**config.mk**
```make
export PLATFORM = sky130hd
export DESIGN_NAME = cp0_timer_int
export DESIGN_NICKNAME = d
export VERILOG_FILES = /design/src/rtl/cp0_timer_int.sv
export SDC_FILE = /design/constraint.sdc
export NUM_CORES = 1
export LEC_CHECK = 0
export ABC_AREA = 1
export CORE_MARGIN = 3
export CORE_UTILIZATION = 25
export CTS_BUF_LIST = sky130_fd_sc_hd__clkbuf_4 sky130_fd_sc_hd__clkbuf_8
export DETAILED_ROUTE_END_ITERATION = 8
export MAX_ROUTING_LAYER = met4
export PLACE_DENSITY = 0.5
export SYNTH_ARGS = -nofsm -noshare
export SYNTH_HDL_FRONTEND = slang
export SYNTH_SLANG_ARGS = --single-unit
```
**constraint.sdc**
```tcl
create_clock -name cpu_clk_50M -period 2.04 [get_ports cpu_clk_50M]
set_input_delay 0.51 -clock cpu_clk_50M [delete_from_list [all_inputs] [get_ports cpu_clk_50M]]
set_output_delay 0.51 -clock cpu_clk_50M [all_outputs]
set_load 0.01 [all_outputs]
```
**src/rtl/cp0_timer_int.sv**
```systemverilog
// CP0 interrupt front-end: external interrupt synchronisers plus the Count/Compare timer pair.
// int_o feeds Cause[15:10]; [5] is the sticky timer-pending flag.
module cp0_timer_int #(
    parameter int EXT_INT_W   = 5,
    parameter int SYNC_STAGES = 2,
    parameter int COUNT_DIV   = 2
) (
    input  logic                 cpu_clk_50M,
    input  logic                 cpu_rst,
    input  logic [EXT_INT_W-1:0] ext_int_i,
    input  logic                 we,
    input  logic [4:0]           waddr,
    input  logic [31:0]          wdata,
    input  logic                 re,
    input  logic [4:0]           raddr,
    output logic [31:0]          data_o,
    output logic                 hit_o,
    output logic [5:0]           int_o,
    output logic                 timer_int_o
);

    localparam logic [4:0] REG_COUNT   = 5'd9;
    localparam logic [4:0] REG_COMPARE = 5'd11;
    localparam int DIV_W = (COUNT_DIV > 1) ? $clog2(COUNT_DIV) : 1;
    localparam logic [DIV_W-1:0] DIV_LAST = DIV_W'(COUNT_DIV - 1);

    logic [EXT_INT_W-1:0] r_sync [SYNC_STAGES];
    logic [DIV_W-1:0]     r_div;
    logic [31:0]          r_count;
    logic [31:0]          r_compare;
    logic                 r_armed;
    logic                 r_pending;

    logic                 w_tick;
    logic                 w_count_we;
    logic                 w_compare_we;
    logic                 w_match;
    logic [4:0]           w_ext_int;

    always_ff @(posedge cpu_clk_50M) begin
        if (cpu_rst) begin
            for (int i = 0; i < SYNC_STAGES; i++) begin
                r_sync[i] <= '0;
            end
        end else begin
            r_sync[0] <= ext_int_i;
            for (int i = 1; i < SYNC_STAGES; i++) begin
                r_sync[i] <= r_sync[i-1];
            end
        end
    end

    assign w_ext_int    = 5'(r_sync[SYNC_STAGES-1]);
    assign w_tick       = (r_div == DIV_LAST);
    assign w_count_we   = we && (waddr == REG_COUNT);
    assign w_compare_we = we && (waddr == REG_COMPARE);
    // Match uses the registered Count, so a same-cycle Count write cannot hide it.
    assign w_match      = r_armed && (r_count == r_compare);

    always_ff @(posedge cpu_clk_50M) begin
        if (cpu_rst) begin
            r_div   <= '0;
            r_count <= '0;
        end else if (w_count_we) begin
            r_div   <= '0;
            r_count <= wdata;
        end else if (w_tick) begin
            r_div   <= '0;
            r_count <= r_count + 32'd1;
        end else begin
            r_div   <= r_div + DIV_W'(1);
        end
    end

    // Compare write clears pending even when a match occurs in the same cycle.
    always_ff @(posedge cpu_clk_50M) begin
        if (cpu_rst) begin
            r_compare <= '0;
            r_armed   <= 1'b0;
            r_pending <= 1'b0;
        end else if (w_compare_we) begin
            r_compare <= wdata;
            r_armed   <= 1'b1;
            r_pending <= 1'b0;
        end else if (w_match) begin
            r_pending <= 1'b1;
        end
    end

    always_comb begin
        data_o = '0;
        hit_o  = re && ((raddr == REG_COUNT) || (raddr == REG_COMPARE));
        if (re) begin
            if (raddr == REG_COUNT) begin
                data_o = r_count;
            end else if (raddr == REG_COMPARE) begin
                data_o = r_compare;
            end
        end
    end

    assign int_o       = {r_pending, w_ext_int};
    assign timer_int_o = r_pending;

endmodule

```
==> impl_metrics.tcl, run 1 <==
set metrics [dict create \
    p_per_area_nw_per_um2 518.2 \
    fin_area_sq_um 6638 \
    critPathLaunchType "input pin" \
    nNetsFinal 945 \
    synth_seq_cells 77 \
    layout_min_cycle_time_ns 2.047 \
    failed_checks "setup timing" \
    grt_pass1_vias 4919 \
    viasPerCell 4.547 \
    cts_tree "yes" \
    maxSlewHeadroom_pct 76.58 \
    yosysSeqAreaShare_pct 32.25 \
    core-area_sq_um 18390 \
    timing.hold.ws_ns 0.4060 \
    clock_skew_ns 0.01772 \
    hpwl_um 12630 \
    io_pins 91 \
    avgSynthCellArea_sq_um 6.089 \
    drt_iter0_drc 342 \
    setup_ws_ns -0.006565 \
    grt_pass1_wl_um 26460 \
    start_util_pct 25.99 \
    required_ns 1.53 \
    clock.fmax_mhz 488.6 \
    die-area_sq_um 20810 \
    dr.pass1.iters 4 \
    die_h_um 144.3 \
    syn_area_sq_um 4780 \
    portBuffers 90 \
    hold_viol 0 \
    gp_congestion 0.8746 \
    ir_drop_uv 287.2 \
    row_count 49 \
    dpl_cell_area_sq_um 6236 \
    grt_use_total_pct 17.01 \
    totalWireLength_um 16820 \
    maxCapViolations 0 \
    report.final.slew_viol_count 0 \
    multi_input_area_sq_um 2920 \
    syn_inst 785 \
    cts.clk_slew.worst_paths_ns 0.08 \
    grt_antenna_before_repair 0 \
    total_power_w 0.003439 \
    area_growth_pct 38.87 \
    hp-class "reg -> reg" \
    p_leak_nw 2.755 \
    routedWlPerCell_um 14.92 \
    synth_warnings 0 \
    ctsHoldBuffers 0 \
    clock_latency_ns 0.38 \
    antenna_cells 0 \
    synthesis.nets 837 \
    clock-root-buffer "clkbuf_8" \
    status "complete, but fails checks" \
    via_count 5124 \
    nFillCells 2042 \
    ys_types 31 \
    worstMarginPinSlew_ns 0.3513 \
    setup_violations 1 \
    cp_max_fo 8 \
    grt_max_degree 34 \
    cts-buffers-inserted 9 \
    cts.sinks 77 \
    die_w_um 144.3 \
    grt.overflow.total 0 \
    worstPathArrival_ns 1.54 \
    cts_buffer_depth 2 \
    layout-drive-gt1-share_pct 21.05 \
    final.period_utilization_pct 100.3 \
    rsz0062_at_grt "true" \
    critical_path_class "in -> out" \
    drc 0 \
    crit_path_end_kind "output port" \
    cts_max_level 3 \
    register_area_sq_um 1541 \
    antenna_left 0 \
]
==> critical path, cell delays in order <==
cell             delay [ns]
clkdlybuf4s15_2        0.24
nor2_4                 0.15
buf_12                 0.15
buf_12                 0.15
nand2_4                0.05
a21oi_2                0.13
buf_2                  0.14
==> logic make-up (layout without fill, tap and decap cells) <==
logic type | count (synthesis) | in the layout | share of synthesized area, %
and+or+nand+nor | 388 | 388 | 34.50
AOI/OAI and AO/OA | 158 | 158 | 16.94
buffers and inverters | 139 | 252 | 12.02
DFF | 77 | 77 | 32.25
xor gates and xnor gates | 22 | 22 | 4.031
adders and majority gates | 1 | 1 | 0.2617
==> registers in the layout, summed over array words and instances (netlist names) <==
signal and cells:
r_compare 32, r_sync 10, r_count 32, r_armed 1
r_div 1, timer_int_o 1
==> cell usage in the layout, fill, tap and decap left out, types with 2 or more instances in the layout <==
cell,Yosys,layout
nand2_1,207,184
nor2_1,98,95
inv_1,89,86
dfxtp_1,77,77
o21ai_0,65,61
a21oi_1,84,55
nand3_1,54,54
clkdlybuf4s50_1,0,51
buf_4,10,35
buf_2,10,31
a21oi_2,2,30
nand2_2,4,15
nand2_4,2,14
xor2_1,11,11
xnor2_1,11,11
buf_12,0,11
clkbuf_8,0,9
buf_6,0,9
nor2_4,5,8
nand4_1,8,8
nor2_2,7,7
o21ai_1,2,6
inv_2,3,5
clkinv_2,0,3
bufinv_16,0,3
inv_4,1,2
o211ai_1,2,2
dlygate4sd2_1,0,2
==> cells in the mapped netlist <==
cell,count,area (sq um)
a21oi_1,84,420.4
a21oi_2,2,17.52
a31oi_1,1,6.260
and3_1,1,6.260
buf_1,5,18.77
buf_2,10,50.05
buf_4,10,75.07
clkbuf_1,18,67.56
clkinv_1,3,11.26
dfxtp_1,77,1541
ha_1,1,12.51
inv_1,89,334.1
inv_2,3,11.26
inv_4,1,6.260
nand2_1,207,777.0
nand2_2,4,25.02
nand2_4,2,22.52
nand3_1,54,270.3
nand3_2,1,10.01
nand4_1,8,50.05
nor2_1,98,367.9
nor2_2,7,43.79
nor2_4,5,56.30
nor2_8,1,20.02
o211ai_1,2,15.01
o21ai_0,65,325.3
o21ai_1,2,10.01
o22ai_1,1,6.260
o2bb2ai_1,1,8.760
xnor2_1,11,96.34
xor2_1,11,96.34
==> final cells by class <==
cell class	instances	area share (%)
Clock inverter	6	1.678
Timing Repair Buffer	140	19.26
Tap cell	229	4.317
Multi-Input combinational cell	569	44.00
Inverter	96	5.542
Sequential cell	77	23.22
Clock buffer	10	1.979
==> power by group <==
part / leakage [nW] / switching (W) / total [W] / internal, W
clock network: 0.120 / 0.000641 / 0.00147 / 0.000827
logic: 2.01 / 0.000218 / 0.000419 / 0.000200
registers: 0.624 / 0.0000229 / 0.00155 / 0.00153
total: 2.76 / 0.000882 / 0.00344 / 0.00256
==> worst paths after layout <==
kind	start	end	slack [ns]	cells past startpoint
max	raddr[1]	data_o[16]	-0.007	7
min	r_sync[0][4]	r_sync[0][9]	0.41	2
min reg2reg	r_sync[0][4]	r_sync[0][9]	0.41	2
max reg2reg	r_count[0]	r_count[22]	0.31	10
==> stage by stage <==
stage                TNS (ns)  util [%]  cells  worst slack, ns
global route           -1.028     36.09   1127         -0.08384
floorplan                   0         -    785          0.08419
detailed placement     -29.89     33.90   1108          -0.8658
global placement       -29.65     33.90   1108          -0.8428
CTS                   -0.4984     35.65   1127         -0.03617
finish              -0.006565     36.09   1127        -0.006565
==> what timing repair did <==
item	CTS	global route
gates resized for setup	211	28
pin swaps	27	14
cloned	1	0
setup buffers	3	2
setup endpoints to repair	33	32
==> routing by layer <==
| layer | share of wire (%) | global-route usage, % | vias to the layer above |
|---|---|---|---|
| met2 | 46 | 27.09 | 103 |
| li1 | - | - | 2693 |
| met3 | 4.0 | 2.116 | 21 |
| met4 | 1.7 | 5.547 | 0 |
| met5 | 0 | - | - |
| met1 | 49 | 22.48 | 2307 |
Note: power is estimated with default switching activity, not from simulation.
==> inputs of run 2 (changes only) <==
--- a/config.mk
+++ b/config.mk
@@ -12,6 +12,7 @@
 export DETAILED_ROUTE_END_ITERATION = 8
 export MAX_ROUTING_LAYER = met4
 export PLACE_DENSITY = 0.5
+export SKIP_LAST_GASP = 1
 export SYNTH_ARGS = -nofsm -noshare
 export SYNTH_HDL_FRONTEND = slang
 export SYNTH_SLANG_ARGS = --single-unit
==> results of run 2 <==
No change in the layout: final DEF, timing and power equal those of run 1.
==> inputs of run 3 (changes only) <==
--- a/config.mk
+++ b/config.mk
@@ -10,6 +10,7 @@
 export CORE_UTILIZATION = 25
 export CTS_BUF_LIST = sky130_fd_sc_hd__clkbuf_4 sky130_fd_sc_hd__clkbuf_8
 export DETAILED_ROUTE_END_ITERATION = 8
+export HOLD_SLACK_MARGIN = 0.12
 export MAX_ROUTING_LAYER = met4
 export PLACE_DENSITY = 0.5
 export SKIP_LAST_GASP = 1
==> results of run 3 <==
No change in the layout: final DEF, timing and power equal those of run 1.
